$ cat src/rtl/mul_pkg.sv
// Shared types and partial-product tables for the 16x16 sequential sign-magnitude multiplier.
package mul_pkg;

   typedef enum logic [1:0] {ST_IDLE, ST_RUN, ST_DONE} state_e;

   typedef logic [1:0] pp_idx_t;

   localparam int NUM_PP = 4;

   // Bit k set means partial product k takes the high byte of that operand.
   localparam logic [NUM_PP-1:0] PP_A_HI = 4'b1010;
   localparam logic [NUM_PP-1:0] PP_B_HI = 4'b1100;

   function automatic logic [4:0] pp_shift(input pp_idx_t k);
      logic [4:0] sh;
      case (k)
         2'd0:    sh = 5'd0;
         2'd1:    sh = 5'd8;
         2'd2:    sh = 5'd8;
         default: sh = 5'd16;
      endcase
      return sh;
   endfunction

   // Returns {a_byte, b_byte} feeding partial product k.
   function automatic logic [15:0] pp_bytes(input pp_idx_t k, input logic [15:0] a,
                                             input logic [15:0] b);
      logic [7:0] ab;
      logic [7:0] bb;
      ab = PP_A_HI[k] ? a[15:8] : a[7:0];
      bb = PP_B_HI[k] ? b[15:8] : b[7:0];
      return {ab, bb};
   endfunction

endpackage

$ cat src/rtl/mul16_pp_acc.sv
// 32-bit shift-add accumulator: clears at operation start, adds each shifted partial product.
module mul16_pp_acc
   import mul_pkg::*;
(
   input  logic        clk,
   input  logic        rst_n,
   input  logic        clr_i,
   input  logic        en_i,
   input  pp_idx_t     sel_i,
   input  logic [15:0] mul_p_i,
   output logic [31:0] acc_o
);

   logic [31:0] acc_q;
   logic [31:0] acc_d;

   always_comb begin
      acc_d = acc_q;
      if (clr_i) begin
         acc_d = '0;
      end else if (en_i) begin
         acc_d = acc_q + ({16'd0, mul_p_i} << pp_shift(sel_i));
      end
   end

   always_ff @(posedge clk or negedge rst_n) begin
      if (!rst_n) begin
         acc_q <= '0;
      end else begin
         acc_q <= acc_d;
      end
   end

   assign acc_o = acc_q;

endmodule

$ cat src/rtl/mul16_seq_ctrl.sv
// Sequencer building a 16x16 sign-magnitude product from four passes through one external
// 8x8 unsigned multiplier, with optional skipping of partial products that have a zero byte.
module mul16_seq_ctrl
   import mul_pkg::*;
#(
   parameter int MUL_LAT   = 1,
   parameter bit SKIP_ZERO = 1'b1
) (
   input  logic        clk,
   input  logic        rst_n,
   input  logic        in_valid,
   output logic        in_ready,
   input  logic [15:0] a,
   input  logic [15:0] b,
   input  logic        asign,
   input  logic        bsign,
   output logic        mul_en,
   output logic [7:0]  mul_a,
   output logic [7:0]  mul_b,
   input  logic [15:0] mul_p,
   output logic        out_valid,
   input  logic        out_ready,
   output logic [31:0] m,
   output logic        sign,
   output logic        busy
);

   localparam int CNT_W = (MUL_LAT > 0) ? $clog2(MUL_LAT + 1) : 1;
   localparam logic [CNT_W-1:0] LAT_C = CNT_W'(MUL_LAT);

   state_e           state_q, state_d;
   pp_idx_t          k_q, k_d;
   logic             fin_q, fin_d;
   logic [CNT_W-1:0] cnt_q, cnt_d;
   logic             sign_q, sign_d;
   logic [15:0]      a_q, b_q;
   logic             acc_clr;
   logic             pp_found;
   logic             pp_done;
   pp_idx_t          pp_k;
   logic [15:0]      pp_ab;
   logic [31:0]      acc;

   // Lowest-numbered pending partial product at or after k_q; skipped ones cost no cycles.
   always_comb begin
      logic [15:0] cand;
      pp_found = 1'b0;
      pp_k     = k_q;
      cand     = '0;
      for (int i = NUM_PP - 1; i >= 0; i--) begin
         cand = pp_bytes(pp_idx_t'(i), a_q, b_q);
         if ((state_q == ST_RUN) && !fin_q && (i >= int'(k_q)) &&
             (!SKIP_ZERO || ((cand[15:8] != 8'd0) && (cand[7:0] != 8'd0)))) begin
            pp_found = 1'b1;
            pp_k     = pp_idx_t'(i);
         end
      end
   end

   assign pp_ab   = pp_bytes(pp_k, a_q, b_q);
   assign pp_done = pp_found && (cnt_q == LAT_C);

   always_comb begin
      state_d = state_q;
      k_d     = k_q;
      fin_d   = fin_q;
      cnt_d   = cnt_q;
      sign_d  = sign_q;
      acc_clr = 1'b0;
      case (state_q)
         ST_IDLE: begin
            if (in_valid) begin
               state_d = ST_RUN;
               k_d     = '0;
               fin_d   = 1'b0;
               cnt_d   = '0;
               sign_d  = asign ^ bsign;
               acc_clr = 1'b1;
            end
         end
         ST_RUN: begin
            if (!pp_found) begin
               state_d = ST_DONE;
            end else if (pp_done) begin
               cnt_d = '0;
               if (pp_k == 2'd3) begin
                  fin_d = 1'b1;
               end else begin
                  k_d = pp_idx_t'(pp_k + 2'd1);
               end
            end else begin
               cnt_d = cnt_q + CNT_W'(1);
            end
         end
         ST_DONE: begin
            if (out_ready) begin
               state_d = ST_IDLE;
            end
         end
         default: state_d = ST_IDLE;
      endcase
   end

   always_ff @(posedge clk or negedge rst_n) begin
      if (!rst_n) begin
         state_q <= ST_IDLE;
         k_q     <= '0;
         fin_q   <= 1'b0;
         cnt_q   <= '0;
         sign_q  <= 1'b0;
      end else begin
         state_q <= state_d;
         k_q     <= k_d;
         fin_q   <= fin_d;
         cnt_q   <= cnt_d;
         sign_q  <= sign_d;
      end
   end

   // Operand magnitudes are pure data; they are only read while RUN is active.
   always_ff @(posedge clk) begin
      if ((state_q == ST_IDLE) && in_valid) begin
         a_q <= a;
         b_q <= b;
      end
   end

   mul16_pp_acc u_acc (
      .clk     (clk),
      .rst_n   (rst_n),
      .clr_i   (acc_clr),
      .en_i    (pp_done),
      .sel_i   (pp_k),
      .mul_p_i (mul_p),
      .acc_o   (acc)
   );

   assign in_ready  = (state_q == ST_IDLE);
   assign busy      = (state_q != ST_IDLE);
   assign out_valid = (state_q == ST_DONE);
   assign m         = out_valid ? acc : 32'd0;
   assign sign      = out_valid ? sign_q : 1'b0;
   assign mul_en    = pp_found;
   assign mul_a     = pp_found ? pp_ab[15:8] : 8'd0;
   assign mul_b     = pp_found ? pp_ab[7:0] : 8'd0;

endmodule
$ cat config.mk
export PLATFORM = sky130hd
export DESIGN_NAME = mul16_seq_ctrl
export DESIGN_NICKNAME = d
export VERILOG_FILES = /design/src/rtl/mul_pkg.sv /design/src/rtl/mul16_pp_acc.sv /design/src/rtl/mul16_seq_ctrl.sv
export SDC_FILE = /design/constraint.sdc
export NUM_CORES = 1
export LEC_CHECK = 0
export CORE_MARGIN = 5
export CORE_UTILIZATION = 30
export DETAILED_ROUTE_END_ITERATION = 8
export PLACE_DENSITY = 0.61
export SLEW_MARGIN = 20
export SYNTH_ARGS = -nofsm -noshare
export SYNTH_HDL_FRONTEND = slang
export SYNTH_SLANG_ARGS = --single-unit
$ cat constraint.sdc
create_clock -name clk -period 4.9 [get_ports clk]
set_input_delay 0.735 -clock clk [delete_from_list [all_inputs] [get_ports clk]]
set_output_delay 0.735 -clock clk [all_outputs]
set_load 0.05 [all_outputs]
-- After elaboration in Yosys (flattened, before gate mapping)
Cells that the tools add are included.
- $add $sub $neg: 3
- multipliers: 0
- div/mod/pow operators: 0
- order comparisons: 4
- eq/ne operators: 12
- shift-type cells: 1
- mux-type cells: 42
- bitwise operators: 1
- reductions and logical operators: 30
- operators with widths (operator ; count):
    32-bit two-way mux ; 3
    32-bit adder ; 1
    8-bit two-way mux ; 4
    8-bit nonzero test ; 4
    16-bit by 5-bit left shift with 32-bit output ; 1
    2-bit two-way mux ; 11
    1-bit two-way mux ; 15
    1-bit logical AND ; 14
    5-bit two-way mux ; 2
    2-bit != test, second input constant ; 5
    5-bit case mux with 2 select lines ; 1
    5-bit AND reduction ; 2
    2-bit == test, second input constant ; 3
    2-bit case mux with 3 select lines ; 1
    3-bit AND reduction ; 2
    2-bit nonzero test ; 3
    1-bit binary-select mux with 2-bit select ; 2
    2-bit by 1-bit == test with 1-bit output, second input constant ; 2
    1-bit by 2-bit >= comparator with 1-bit output, first input constant ; 2
    2-bit logical NOT ; 2
    2-bit by 1-bit != test with 1-bit output, second input constant ; 2
    1-bit case mux with 2 select lines ; 2
    2-bit case mux with 2 select lines ; 1
    2-bit by 3-bit < comparator with 1-bit output, second input constant ; 1
    7 further kinds ; 7
- register bits after elaboration: 71
- latch bits: 0
- memory bits (writable): 0
- ROM bits: 0
- input port bits: 54
- output and inout bits: 53
- logic and storage cells: 101
- memories kept: 0

-- Logic depth before layout (Yosys ltp)
- depth in word-level cells: 16
- depth in mapped cells: 22
- mapped depth without buffers: 21

-- Hierarchy
Synthesis repeated with hierarchy kept, for this count alone.
- cell total of the unflattened synthesis: 560
- area, all modules: 5331.4 um^2
- by module, submodules not included (module ; instances ; cells each ; area an instance (um^2) ; seq. area each (um^2)):
    mul16_pp_acc ; 1 ; 390 ; 3254.4 ; 800.8
    mul16_seq_ctrl ; 1 ; 170 ; 2077.0 ; 1136.1

-- Least setup slack after synthesis
Ideal clock, no wire load.
- path kind: flip-flop to flip-flop
- start: reg b_q[4]
- end: reg u_acc.acc_q[30], in the netlist u_acc.acc_o[30]
- library setup time: 130 ps
- data arrival time: 4564 ps
- data required time: 4770 ps
- path slack: 206 ps
- cell stages (with the launch flop): 22
- path buffers: 1
- clock period less this slack: 4694 ps
- path through: edfxtp_1 -> nor4_1 -> a2111oi_2 -> a211o_1 -> a21oi_1 -> nor2_4 -> ha_1 -> clkbuf_1 -> nor2_1 -> and2_1 -> ha_1 -> inv_1 -> fa_1 -> nor2b_4 -> o2111ai_1 -> a2111oi_2 -> o21a_1 -> o21a_2 -> nor2_1 -> a211o_1 -> xor2_1 -> o21ai_1
- word-level cells in the longest chain between the ends: 14
- elaborated cells between the ends (all ways): 22
- those cells by class: add/sub (1); eq/ne (2); shift (1); mux (9); reduce/logical (9)
- ends and longest elaborated chain (element ; RTL line ; RTL):
    from (decl) ; mul16_seq_ctrl.sv:36 ; logic [15:0] a_q, b_q;
    from (signal assigned) ; mul16_seq_ctrl.sv:124 ; b_q <= b;
    8-bit nonzero test * ; mul16_seq_ctrl.sv:53 ; (!SKIP_ZERO || ((cand[15:8] != 8'd0) && (cand[7:0] != 8'd0)))) begin
    1-bit logical AND ; mul16_seq_ctrl.sv:53 ;
    1-bit logical AND ; mul16_seq_ctrl.sv:52 ; if ((state_q == ST_RUN) && !fin_q && (i >= int'(k_q)) &&
    2-bit two-way mux (2 in a row) ; mul16_seq_ctrl.sv:52 ;
    2-bit by 1-bit == test with 1-bit output or 2-bit == test (tied branches) ; mul_pkg.sv:16 ; case (k)
    2-bit OR reduction (no source line) ; n/a ;
    5-bit case mux with 2 select lines ; mul_pkg.sv:16 ;
    5-bit two-way mux ; mul16_pp_acc.sv:21 ; end else if (en_i) begin
    5-bit two-way mux ; mul16_pp_acc.sv:19 ; if (clr_i) begin
    16-bit by 5-bit left shift with 32-bit output ; mul16_pp_acc.sv:22 ; acc_d = acc_q + ({16'd0, mul_p_i} << pp_shift(sel_i));
    32-bit adder ; mul16_pp_acc.sv:22 ;
    32-bit two-way mux ; mul16_pp_acc.sv:21 ;
    32-bit two-way mux ; mul16_pp_acc.sv:19 ;
    to (signal assigned) ; mul16_pp_acc.sv:28 ; acc_q <= '0;
    to (signal assigned) ; mul16_pp_acc.sv:30 ; acc_q <= acc_d;
    to (decl) ; mul16_pp_acc.sv:14 ; logic [31:0] acc_q;
Every way passes the cells marked *; elsewhere a longest branch is shown, timed or not. The select of a mux whose other input is x is not followed.
A chain may end at the register's enable or synchronous reset.

-- Worst setup path after layout
- start: reg b_q[4]
- end: reg u_acc.acc_q[26], in the netlist u_acc.acc_o[26]
Same word-level chain as after synthesis.

==> key figures <==
Outcome
  – Status: finished, final reports clean

Layout
  – Share of cells above drive strength 1: 9.65%
  – Ant. Diodes: 0
  – Final nets: 737
  – Synth-to-Final Area Change: 32.6%
  – Leading cell type in the layout, fill and taps excluded: clkdlybuf4s50_1
  – Fin cells: 873
  – Multi-input gate area: 0.00302 sq mm
  – Layout filler cell count: 1628
  – Most frequent cells in the layout: 105 x clkdlybuf4s50_1, 58 x nor2_1, 42 x and2_1
  – Sequential cell area: 0.00194 sq mm

Routing
  – Residual DRC: 0
  – Drt pass-1 iters: 5
  – Vias per cell: 4.98
  – WL final: 14600 um
  – DR iter-0 viols: 265
  – Routed WL per cell: 16.7 um
  – Via count of the routed design: 4349
  – Detail Route Antenna Nets: 0

Setup path
  – Crit path DAT: 4.79 ns
  – CP Capture Type: register
  – Worst EP required: 5.08 ns
  – WS Path Type: register to register
  – R2R depth: 18
  – Worst setup SP type: register
  – Crit path max fanout: 10

Yosys
  – Async set or reset register ratio after synthesis: 54.9%
  – Simple-Gate Fraction of Synth Area: 21.4%
  – Post-Synth XOR/XNOR Area: 5.55%
  – Main combinational cell family by area after synthesis: simple AND/OR/NAND/NOR gates
  – Post-synthesis instance total: 539
  – Area contributors post-synth: dfrtp_1 19%, edfxtp_1 19%, ha_1 8.2%
  – Yosys cell types: 65
  – Number of synthesized flops with an enable pin: 32
  – Mean Syn Cell Area: 9.37 sq um
  – Post-Synthesis Net Count: 627
  – Synth Flop Type: dfrtp_1
  – Adder-Cell Fraction of Synth Area: 8.57%
  – Post-synth design cell area: 0.00505 sq mm
  – Largest area contributor in the synthesized netlist: dfrtp_1
  – Yosys warning count: 0
  – Yosys top cell area share: 19.3%
  – Post-synthesis mux area share: 3.17%
  – Compound-Gate Fraction of Synth Area: 20.4%
  – Sequential share of the synthesized area: 38.3%
  – Seq cells post-synth: 71

Floorplanning
  – Die X: 140 um
  – Die Area: 0.0195 sq mm
  – Placeable Area: 0.0165 sq mm
  – Initial core utilization: 30.6%
  – DIE HEIGHT: 140 um
  – Top-level I/O count: 107
  – Rows: 47

Global routing
  – Largest net degree at the start of global routing: 53
  – Vias in the first global route: 4407
  – Global-route wire length before repair: 23300 um
  – Initial antenna violation count: 0
  – GRT overflow: 0
  – Overall Global Routing Usage: 14.7%

Pwr
  – VDD IR-drop max: 270 uV
  – Static leakage: 2.76 nW
  – PwrDens: 782 mW/mm^2
  – Power Total: 0.00524 W

Placement
  – Input/output buffers: 106
  – DP Wirelength: 11400 um
  – Placed cells: 855
  – GPL Wtd Cong: 0.957

Clock network
  – Root buffer cell: clkbuf_16
  – Cts bufs inserted: 9
  – CTS HTree Levels: 3
  – Clock Latency Late Sink: 0.34 ns
  – CTS tree: done
  – Clk buf depth: 2
  – Clock slew seen by the registers of the worst setup and hold paths: 0.06 ns
  – CTS Sinks: 71

Timing
  – Slew at the pin with the worst max-slew slack: 0.919 ns
  – Pins Over Slew Limit: 0
  – Hold Violations, Final: 0
  – Clock skew: 0.0113 ns
  – Peak Freq: 0.217 GHz
  – Tmin final: 4.60 ns
  – Slew margin rel.: 38.8%
  – Period Utilization, post-route: 93.9%
  – Final setup vio count: 0

Hold path
  – Hold Path Class: register to register
  – Hold Crit Depth: 2

Flow run
  – Max-Cap Viols: 0
-- where the power goes --
group	internal (W)	total [W]	switching [W]
Sequential	0.000815	0.000954	0.000139
Clock	0.000337	0.000590	0.000253
Combinational	0.00144	0.00369	0.00226
-- through the flow --
stage	worst slack (ns)	TNS (ns)	hold slack [ns]	util, %	cell area, sq um
2_1_floorplan	0.206	0	0.439	-	5050
3_3_place_gp	0.0998	0	0.460	38.6	6380
3_5_place_dp	0.0356	0	0.468	38.6	6380
4_1_cts	0.0167	0	0.482	40.2	6640
5_1_grt	-0.0217	-0.0217	0.511	40.5	6700
6_report	0.300	0	0.472	40.5	6700
-- logic make-up after synthesis --
kind of cell | count (synthesis)
XOR/XNOR | 32
flip-flops | 71
AO/OA/AOI/OAI | 141
adder cells (fa/ha/maj) | 34
multiplexers | 16
buffers and inverters | 32
AND/OR/NAND/NOR | 213
-- worst max-delay path: stages, from the launching register on --
cell and delay [ns]:
edfxtp_1 0.39, nor4_1 0.37, a2111oi_2 0.16, a211o_1 0.29, a21oi_1 0.23, nor2_4 0.06
ha_1 0.31, buf_4 0.21, nor2b_2 0.34, a22o_1 0.20, ha_1 0.32, a21o_1 0.21
a21o_1 0.18, a21o_1 0.20, or3_4 0.41, a21bo_1 0.21, a21oi_2 0.14, xor2_1 0.15
o21ai_1 0.07
-- flip-flops by register name (all words and copies together), names as in the netlist --
register and cells:
u_acc.acc_o 32, state_q 2, k_q 2, cnt_q 1, sign_q 1, a_q 16, b_q 16, fin_q 1
-- Yosys cell counts, types with 6 or more instances --
cell type / count
a21o_1: 15
mux2i_1: 16
inv_1: 9
o21ai_1: 7
nand3_1: 27
ha_1: 33
a31oi_1: 6
o21ai_0: 21
a22o_1: 17
nor2_1: 59
a21oi_1: 31
xor2_1: 15
nor4_1: 9
clkbuf_1: 14
nand2_1: 41
xnor2_1: 17
dfrtp_1: 39
buf_2: 7
edfxtp_1: 32
and2_1: 42
-- final timing paths --
path,slack [ns],end,startpoint
setup / recovery,0.30,u_acc.acc_o[26]$_DFFE_PN0P_,b_q[4]$_DFFE_PP_
hold / removal,0.47,sign_q$_DFFE_PN0P_,sign_q$_DFFE_PN0P_
setup reg to reg,0.30,u_acc.acc_o[26]$_DFFE_PN0P_,b_q[4]$_DFFE_PP_
hold reg to reg,0.47,sign_q$_DFFE_PN0P_,sign_q$_DFFE_PN0P_
max in group asynchronous,3.78,state_q[1]$_DFFE_PN0P_,rst_n
min in group asynchronous,0.52,u_acc.acc_o[19]$_DFFE_PN0P_,rst_n
-- per-layer routing --
layer | up-vias | global-route usage, % | routed length [um]
li1 | 2195 | - | -
met1 | 2059 | 18.7 | 6630
met2 | 80 | 25.0 | 7250
met3 | 15 | 2.85 | 446
met4 | 0 | 4.84 | 246
met5 | - | 0 | 0
-- cell type report --
cell class / count / area share (%)
Multi-Input combinational cell: 436 / 45.1
Sequential cell: 71 / 28.9
Tap cell: 220 / 4.11
Clock buffer: 9 / 3.36
Timing Repair Buffer: 120 / 17.3
Inverter: 11 / 0.616
Clock inverter: 6 / 0.560
-- what timing repair did --
item,CTS,global route
resized for setup,0,7
hold buffers,0,0
setup buffers,0,3
endpoints found under the hold margin,0,0
setup endpoints to repair,0,10
Power figures use the tool's default switching activity.
